[src/rtl/axi4lite_pkg.sv]
// Shared AXI4-Lite definitions: response codes, register map indices and
// the state encodings of the slave's independent write and read paths.
package axi4lite_pkg;

    typedef logic [1:0] resp_t;

    localparam resp_t RESP_OKAY   = 2'b00;
    localparam resp_t RESP_SLVERR = 2'b10;

    localparam logic [1:0] REG_CTRL0 = 2'd0;
    localparam logic [1:0] REG_CTRL1 = 2'd1;
    localparam logic [1:0] REG_CTRL2 = 2'd2;
    localparam logic [1:0] REG_ID    = 2'd3;

    typedef enum logic [1:0] {
        WR_IDLE,
        WR_HAVE_AW,
        WR_HAVE_W,
        WR_RESP
    } wr_state_t;

    typedef enum logic {
        RD_IDLE,
        RD_RESP
    } rd_state_t;

endpackage

[src/rtl/axi4lite_slave_regs_if.sv]
// The five AXI4-Lite channels between the master and the register-file slave.
interface axi4lite_slave_regs_if #(
    parameter int DATA_W = 8,
    parameter int ADDR_W = 2
) ();
    import axi4lite_pkg::*;

    logic [ADDR_W-1:0] s_awaddr;
    logic              s_awvalid;
    logic              s_awready;
    logic [DATA_W-1:0] s_wdata;
    logic              s_wvalid;
    logic              s_wready;
    resp_t             s_bresp;
    logic              s_bvalid;
    logic              s_bready;
    logic [ADDR_W-1:0] s_araddr;
    logic              s_arvalid;
    logic              s_arready;
    logic [DATA_W-1:0] s_rdata;
    resp_t             s_rresp;
    logic              s_rvalid;
    logic              s_rready;

    modport slave (
        input  s_awaddr, s_awvalid, s_wdata, s_wvalid, s_bready,
        input  s_araddr, s_arvalid, s_rready,
        output s_awready, s_wready, s_bresp, s_bvalid,
        output s_arready, s_rdata, s_rresp, s_rvalid
    );

    modport master (
        output s_awaddr, s_awvalid, s_wdata, s_wvalid, s_bready,
        output s_araddr, s_arvalid, s_rready,
        input  s_awready, s_wready, s_bresp, s_bvalid,
        input  s_arready, s_rdata, s_rresp, s_rvalid
    );

endinterface

[src/rtl/axi4lite_slave_regs.sv]
// AXI4-Lite slave with three R/W registers and a read-only ID register;
// write and read paths are independent FSMs that may run concurrently.
module axi4lite_slave_regs
    import axi4lite_pkg::*;
#(
    parameter int               DATA_W   = 8,
    parameter int               ADDR_W   = 2,
    parameter logic [DATA_W-1:0] ID_VALUE = 8'hA5
) (
    input  logic                  clk,
    input  logic                  rst,
    axi4lite_slave_regs_if.slave  bus,
    output logic [4*DATA_W-1:0]   reg_out
);

    wr_state_t         wr_state, wr_next;
    rd_state_t         rd_state, rd_next;
    logic [ADDR_W-1:0] awaddr_q;
    logic [DATA_W-1:0] wdata_q;
    logic [DATA_W-1:0] regs [3];
    logic [DATA_W-1:0] id_q;
    logic              aw_hs, w_hs, ar_hs, wr_commit;
    logic [ADDR_W-1:0] wr_addr;
    logic [DATA_W-1:0] wr_data, rd_value;

    assign bus.s_awready = (wr_state == WR_IDLE) || (wr_state == WR_HAVE_W);
    assign bus.s_wready  = (wr_state == WR_IDLE) || (wr_state == WR_HAVE_AW);
    assign bus.s_bvalid  = (wr_state == WR_RESP);
    assign bus.s_arready = (rd_state == RD_IDLE);
    assign bus.s_rvalid  = (rd_state == RD_RESP);

    assign aw_hs = bus.s_awvalid && bus.s_awready;
    assign w_hs  = bus.s_wvalid  && bus.s_wready;
    assign ar_hs = bus.s_arvalid && bus.s_arready;

    // The half that arrived first comes from its latch, the other straight off the bus.
    assign wr_addr = (wr_state == WR_HAVE_AW) ? awaddr_q : bus.s_awaddr;
    assign wr_data = (wr_state == WR_HAVE_W)  ? wdata_q  : bus.s_wdata;

    always_comb begin
        // NOTE: every output of this block gets a default first so no latch is inferred.
        wr_next   = wr_state;
        wr_commit = 1'b0;
        case (wr_state)
            WR_IDLE: begin
                if (aw_hs && w_hs) begin
                    wr_commit = 1'b1;
                    wr_next   = WR_RESP;
                end else if (aw_hs) begin
                    wr_next = WR_HAVE_AW;
                end else if (w_hs) begin
                    wr_next = WR_HAVE_W;
                end
            end
            WR_HAVE_AW: if (w_hs) begin
                wr_commit = 1'b1;
                wr_next   = WR_RESP;
            end
            WR_HAVE_W: if (aw_hs) begin
                wr_commit = 1'b1;
                wr_next   = WR_RESP;
            end
            WR_RESP: if (bus.s_bready) wr_next = WR_IDLE;
            default: wr_next = WR_IDLE;
        endcase
    end

    always_comb begin
        rd_next = rd_state;
        case (rd_state)
            RD_IDLE: if (ar_hs)        rd_next = RD_RESP;
            RD_RESP: if (bus.s_rready) rd_next = RD_IDLE;
            default: rd_next = RD_IDLE;
        endcase
    end

    always_comb begin
        rd_value = '0;
        case (bus.s_araddr)
            REG_CTRL0: rd_value = regs[0];
            REG_CTRL1: rd_value = regs[1];
            REG_CTRL2: rd_value = regs[2];
            REG_ID:    rd_value = ID_VALUE;
            default:   rd_value = '0;
        endcase
    end

    // NOTE: state uses non-blocking assignments so every flop samples pre-edge values,
    // which is also what makes a same-edge read return the pre-write register value.
    always_ff @(posedge clk or posedge rst) begin
        if (rst) begin
            wr_state    <= WR_IDLE;
            rd_state    <= RD_IDLE;
            awaddr_q    <= '0;
            wdata_q     <= '0;
            bus.s_bresp <= RESP_OKAY;
            bus.s_rdata <= '0;
            bus.s_rresp <= RESP_OKAY;
        end else begin
            wr_state <= wr_next;
            rd_state <= rd_next;
            if (aw_hs) awaddr_q <= bus.s_awaddr;
            if (w_hs)  wdata_q  <= bus.s_wdata;
            if (wr_commit)
                bus.s_bresp <= (wr_addr == REG_ID) ? RESP_SLVERR : RESP_OKAY;
            if (ar_hs) begin
                bus.s_rdata <= rd_value;
                bus.s_rresp <= RESP_OKAY;
            end
        end
    end

    // NOTE: the register array is only three words of flops, so it is reset like any
    // other state; reg_out must read zero while reset is asserted.
    always_ff @(posedge clk or posedge rst) begin
        if (rst) begin
            regs <= '{default: '0};
            id_q <= '0;
        end else begin
            id_q <= ID_VALUE;
            if (wr_commit) begin
                case (wr_addr)
                    REG_CTRL0: regs[0] <= wr_data;
                    REG_CTRL1: regs[1] <= wr_data;
                    REG_CTRL2: regs[2] <= wr_data;
                    default:   ;
                endcase
            end
        end
    end

    assign reg_out = {id_q, regs[2], regs[1], regs[0]};

endmodule

[src/flat_wrapper.sv]
// flat-port wrapper written by rule: the top's interface ports become plain ports
module axi4lite_slave_regs_flat import axi4lite_pkg::*;
#(
    parameter int               DATA_W   = 8,
    parameter int               ADDR_W   = 2,
    parameter logic [DATA_W-1:0] ID_VALUE = 8'hA5
)
  (clk, rst, reg_out, bus_s_awaddr, bus_s_awvalid, bus_s_wdata, bus_s_wvalid, bus_s_bready, bus_s_araddr, bus_s_arvalid, bus_s_rready, bus_s_awready, bus_s_wready, bus_s_bresp, bus_s_bvalid, bus_s_arready, bus_s_rdata, bus_s_rresp, bus_s_rvalid);
  axi4lite_slave_regs_if #(.DATA_W(DATA_W), .ADDR_W(ADDR_W)) bus_i ();
  input  logic clk;
  input  logic rst;
  output logic [4*DATA_W-1:0] reg_out;
  input wire logic [$bits(bus_i.s_awaddr)-1:0] bus_s_awaddr;
  input wire logic [$bits(bus_i.s_awvalid)-1:0] bus_s_awvalid;
  input wire logic [$bits(bus_i.s_wdata)-1:0] bus_s_wdata;
  input wire logic [$bits(bus_i.s_wvalid)-1:0] bus_s_wvalid;
  input wire logic [$bits(bus_i.s_bready)-1:0] bus_s_bready;
  input wire logic [$bits(bus_i.s_araddr)-1:0] bus_s_araddr;
  input wire logic [$bits(bus_i.s_arvalid)-1:0] bus_s_arvalid;
  input wire logic [$bits(bus_i.s_rready)-1:0] bus_s_rready;
  output wire logic [$bits(bus_i.s_awready)-1:0] bus_s_awready;
  output wire logic [$bits(bus_i.s_wready)-1:0] bus_s_wready;
  output wire logic [$bits(bus_i.s_bresp)-1:0] bus_s_bresp;
  output wire logic [$bits(bus_i.s_bvalid)-1:0] bus_s_bvalid;
  output wire logic [$bits(bus_i.s_arready)-1:0] bus_s_arready;
  output wire logic [$bits(bus_i.s_rdata)-1:0] bus_s_rdata;
  output wire logic [$bits(bus_i.s_rresp)-1:0] bus_s_rresp;
  output wire logic [$bits(bus_i.s_rvalid)-1:0] bus_s_rvalid;
  assign bus_i.s_awaddr = bus_s_awaddr;
  assign bus_i.s_awvalid = bus_s_awvalid;
  assign bus_i.s_wdata = bus_s_wdata;
  assign bus_i.s_wvalid = bus_s_wvalid;
  assign bus_i.s_bready = bus_s_bready;
  assign bus_i.s_araddr = bus_s_araddr;
  assign bus_i.s_arvalid = bus_s_arvalid;
  assign bus_i.s_rready = bus_s_rready;
  assign bus_s_awready = bus_i.s_awready;
  assign bus_s_wready = bus_i.s_wready;
  assign bus_s_bresp = bus_i.s_bresp;
  assign bus_s_bvalid = bus_i.s_bvalid;
  assign bus_s_arready = bus_i.s_arready;
  assign bus_s_rdata = bus_i.s_rdata;
  assign bus_s_rresp = bus_i.s_rresp;
  assign bus_s_rvalid = bus_i.s_rvalid;
  axi4lite_slave_regs #(.DATA_W(DATA_W), .ADDR_W(ADDR_W), .ID_VALUE(ID_VALUE)) u_core (.clk(clk), .rst(rst), .bus(bus_i), .reg_out(reg_out));
endmodule
[config.mk]
export PLATFORM = sky130hd
export DESIGN_NAME = axi4lite_slave_regs_flat
export DESIGN_NICKNAME = d
export VERILOG_FILES = /design/src/rtl/axi4lite_pkg.sv /design/src/rtl/axi4lite_slave_regs_if.sv /design/src/rtl/axi4lite_slave_regs.sv /design/src/flat_wrapper.sv
export SDC_FILE = /design/constraint.sdc
export NUM_CORES = 1
export LEC_CHECK = 0
export CORE_MARGIN = 2
export CORE_UTILIZATION = 43
export DETAILED_ROUTE_END_ITERATION = 12
export PLACE_DENSITY = 0.8
export SYNTH_ARGS = -nofsm -noshare
export SYNTH_HDL_FRONTEND = slang
export SYNTH_SLANG_ARGS = --single-unit
[constraint.sdc]
create_clock -name clk -period 2.05 [get_ports clk]
set_input_delay 0.41 -clock clk [delete_from_list [all_inputs] [get_ports clk]]
set_output_delay 0.41 -clock clk [all_outputs]
set_load 0.02 [all_outputs]
Word-level counts from Yosys, hierarchy flattened:

Cells that the tools add are included.

* input port bits: 19
* output and inout bits: 49
* word-level logic and storage cells: 55
* bits in registers: 48

* eq/ne operators: 13
* muxes and demuxes: 18
* reductions and logical operators: 13
* bitwise operators: 1

Operators with widths (count)
* $pmux W8 S4: 1
* $mux W2: 8
* $eq A2 B2 Y1 const B: 6
* $mux W8: 1
* $pmux W2 S4: 1
* $eq A2 B1 Y1 const B: 3
* $logic_not A2 Y1: 3
* $reduce_and A2 Y1: 3
* $mux W1: 5
* $logic_and A1 B1 Y1: 4
* $ne A2 B1 Y1 const B: 2
* $ne A4 B2 Y1 const B: 1
* $reduce_and A4 Y1: 1
* $pmux W1 S3: 1
* $logic_or A1 B1 Y1: 2
* $ne A2 B2 Y1 const B: 1
* $pmux W1 S2: 1
* $not A1 Y1: 1

Longest topological paths before layout:

* depth after elaboration: 7
* depth in mapped cells: 8
* mapped depth without buffers: 6

Least setup slack after synthesis:

Ideal clock, no wire load.

* path type: register to register
* start: reg u_core.wr_state[1]
* end: reg u_core.regs (netlist bit u_core.reg_out[16])
* path buffers: 2
* arrival time: 1.844 ns
* stages on the path, launching flop included: 9
* clock period less this slack: 1.917 ns
* setup time: 0.073 ns
* setup slack: 0.133 ns
* data required time: 1.977 ns
* path through: dfrtp_1 -> inv_1 -> ha_1 -> buf_6 -> or3b_4 -> a221oi_4 -> buf_6 -> nor2_1 -> a21oi_2

* longest elaborated chain between the ends: 7
* elaborated cells on any way between the ends: 16
* those cells by class: eq/ne (3); mux (6); reduce/logical (7)

RTL lines
* start: declaration: RTL line axi4lite_slave_regs.sv:16 `wr_state_t wr_state, wr_next;`
* start signal: assignment: RTL line axi4lite_slave_regs.sv:100 `wr_state <= wr_next;`
* $eq A2 B2 Y1, or another cell as far along: RTL line axi4lite_slave_regs.sv:26, axi4lite_slave_regs.sv:38, axi4lite_slave_regs.sv:44
* $logic_or A1 B1 Y1, on equally long branches: RTL line axi4lite_slave_regs.sv:26, axi4lite_slave_regs.sv:27
* $logic_and A1 B1 Y1, on equally long branches: RTL line axi4lite_slave_regs.sv:32, axi4lite_slave_regs.sv:33
* $logic_and A1 B1 Y1: RTL line axi4lite_slave_regs.sv:46 `if (aw_hs && w_hs) begin`
* $mux W1: RTL line axi4lite_slave_regs.sv:46
* $pmux W1 S3: RTL line axi4lite_slave_regs.sv:44 `case (wr_state)`
* $reduce_and A2 Y1 (no line)
* end: declaration: RTL line axi4lite_slave_regs.sv:20 `logic [DATA_W-1:0] regs [3];`

Several ways; a longest one is shown, not always the timed one.
A chain may end at the register's enable or synchronous reset.

Worst setup path after layout:

* start: reg u_core.wr_state[1]
* end: reg u_core.regs (netlist bit u_core.reg_out[20])

The elaborated chain is that of the path after synthesis.

==> flow_metrics.py <==
metrics = {
    "synthesis": {
        "ys_warn_count": 0,
        "synth_top_area_share_pct": 50.76,
        "yosys-top-cells-area": "dfrtp_1, mux2i_1, mux2_2",
        "ys_seq_elements": 47,
        "syn-cell-area_sq_mm": 0.002317,
        "yosys.area.top_type": "dfrtp_1",
        "synthDistinctLibCells": 30,
        "syn_avg_cell_area_sq_um": 10.88,
        "syn_inst": 213,
        "seq_area_frac_synth_pct": 50.76,
    },
    "flow_run": {
        "drv_cap": 0,
    },
    "cts": {
        "cts_buffers": 5,
        "cts_tree": "done",
        "clock-sinks": 47,
        "clk_pin_slew_ns": 0.09,
        "cts_root_buffer": "clkbuf_8",
        "htree_num_levels": 2,
        "clk_latency_ns": 0.31,
        "cts_buffer_depth": 2,
    },
    "critical_path": {
        "worstSetupStartpointType": "register",
        "worst_r2r_path_depth": 8,
        "crit_fanout": 16,
        "end_kind": "register",
        "crit_type": "reg2reg",
        "r2r-start": "u_core.wr_state[1]",
        "critical_path_required_ns": 2.29,
        "r2r_slack_ns": 0.02,
        "reg2reg_to": "u_core.reg_out[20]",
        "crit_arrival_ns": 2.26,
    },
    "global_routing": {
        "grt_pass1_vias": 1696,
        "grt_max_degree": 28,
        "antenna_found_initial": 0,
        "grtUsageTotal_pct": 17.64,
        "grt_pass1_wl_um": 8183,
        "overflow": 0,
    },
    "route": {
        "drtIter0Drc": 56,
        "drc_errors": 0,
        "post_drt_wl_per_cell_um": 13.79,
        "antenna_left": 0,
        "drt-total-wl_um": 4841,
        "via_per_inst": 4.801,
        "num_vias": 1685,
        "drt-pass1-iter-count": 4,
    },
    "final_layout": {
        "fillCellCount": 460,
        "final_nets": 305,
        "n_antenna_cell": 0,
        "utilization_pct": 60.83,
        "stdcell_count": 351,
        "areaGrowthSynthToFinish_pct": 34.94,
        "drive_above_1_share_pct": 17.08,
        "fin_area_sq_mm": 0.003127,
    },
    "worst_hold_path": {
        "hold_class": "in2async",
    },
    "placed_design": {
        "port_buffers": 60,
        "gp_congestion": 0.8237,
        "dp_hpwl_um": 3798,
        "dp_cells": 342,
        "place_area_sq_mm": 0.003015,
    },
    "run_status": {
        "status": "finished, final reports clean",
    },
    "die": {
        "die_area_sq_mm": 0.005992,
        "io_pins": 68,
        "design.core.area_sq_mm": 0.005140,
        "start_util_pct": 45.08,
        "die_y_um": 77.41,
        "die_w_um": 77.41,
        "rows": 26,
    },
    "timing": {
        "fmax_mhz": 493.7,
        "clock_skew_ns": 0.009063,
        "fin_crit_sh_pct": 98.81,
        "hold_viol": 0,
        "setup_viol": 0,
        "slew_viol_final": 0,
        "period_needed_ns": 2.026,
        "rsz0062_at_grt": "true",
    },
    "pwr": {
        "p_leak_nw": 1.449,
        "ir_drop_uv": 818.7,
        "power_density_mw_per_mm2": 1559,
    },
}
-- layer usage --
layer  GRT usage, %  vias up  part of all wire, %
li1               -      839                    -
met1          22.02      788                   44
met2          28.52       48                   49
met3          4.419       10                  4.2
met4          8.929        0                  2.6
met5              0        -                    0
-- cell usage in the layout, fill, tap and decap left out, types with 2 or more instances in the layout --
cell type and n:
nand2_1 14, ha_2 2, a21oi_1 20, clkbuf_8 5, ha_1 4, clkdlybuf4s50_1 57
conb_1 8, mux2i_1 23, buf_4 8, clkinv_2 3, dfrtp_1 47, mux2_2 12
o21ai_0 13, a21oi_2 2, nor2_1 22, inv_1 12, inv_2 2, or2_2 2
o22ai_1 4, buf_12 3
-- state kept, by name, summed over array words and instances, names as in the netlist --
signal / count
u_core.wdata_q: 8
u_core.bus.s_rdata: 8
u_core.wr_state: 2
u_core.awaddr_q: 2
u_core.reg_out: 24
u_core.bus.s_bresp: 1
u_core.bus.s_rvalid: 1
u_core.id_q: 1
-- layout make-up --
| cell class | count | area, sq um | share of cell area [%] |
|---|---|---|---|
| clock inverters | 3 | 15.01 | 0.4802 |
| flip-flops and latches | 47 | 1176 | 37.62 |
| clock buffers | 5 | 68.82 | 2.201 |
| multi-input cells | 141 | 1007 | 32.21 |
| well taps | 70 | 87.58 | 2.801 |
| inverters | 14 | 52.55 | 1.681 |
| repair buffers | 71 | 719.4 | 23.01 |
-- cell usage after synthesis --
library cell / number
a2111oi_4: 1
a21oi_1: 20
a21oi_2: 2
a221oi_4: 1
a22oi_1: 2
a31oi_1: 1
and2_1: 1
buf_2: 1
buf_4: 10
buf_6: 3
clkbuf_1: 3
conb_1: 2
dfrtp_1: 47
ha_1: 6
inv_1: 14
mux2_2: 12
mux2_4: 1
mux2i_1: 24
nand2_1: 14
nand2b_1: 1
nand3_1: 1
nand3_2: 1
nand3b_1: 1
nor2_1: 22
nor2b_1: 1
o21a_1: 1
o21ai_0: 13
o22ai_1: 4
or2_2: 2
or3b_4: 1
-- cells by family after synthesis --
logic type	after synthesis	synth area share [%]
buf+inv	31	7.667
mux	37	16.85
compound gates	45	12.53
fa+ha+maj	6	3.240
simple gates	45	8.640
other cells	2	0.3241
flops	47	50.76
-- worst max-delay path by stage --
stage,end,start,cells past startpoint
6_report,u_core.reg_out[20],u_core.wr_state[1],8
3_5_place_dp,u_core.reg_out[4],bus_s_awvalid,5
2_1_floorplan,u_core.reg_out[16],u_core.wr_state[1],8
3_3_place_gp,u_core.reg_out[7],bus_s_awvalid,5
5_1_grt,u_core.reg_out[20],u_core.wr_state[1],8
4_1_cts,bus_s_bvalid,u_core.wr_state[1],3
-- critical path: stages, from the launching register on --
cell,delay [ns]
dfrtp_1,0.43
inv_2,0.07
ha_2,0.21
buf_4,0.16
or3b_4,0.40
a221oi_4,0.30
buf_12,0.18
nor2_1,0.06
a21oi_1,0.12
-- repair_timing --
item | in CTS | in global routing
resized for setup | 8 | 6
endpoints found under the setup margin | 16 | 27
pin swaps | 0 | 1
hold buffers | 0 | 0
setup buffers | 1 | 0
-- report_power, final --
part	switching, mW	total [mW]	internal [mW]
Clock	0.308	0.542	0.233
Sequential	0.314	1.68	1.36
Combinational	1.36	2.66	1.30
Total	1.98	4.87	2.89
-- through the flow --
step	total power [mW]	setup WS, ns	TNS (ns)	hold slack [ns]
floorplan	3.255	0.1327	0	0.4792
global placement	4.258	-0.006465	-0.04283	0.4627
detailed placement	4.350	-0.08994	-0.7126	0.4694
CTS	4.916	0.004659	0	0.4312
global route	5.193	-0.06078	-0.2615	0.4733
finish	4.874	0.02446	0	0.4187
(Power assumes the default switching activity.)
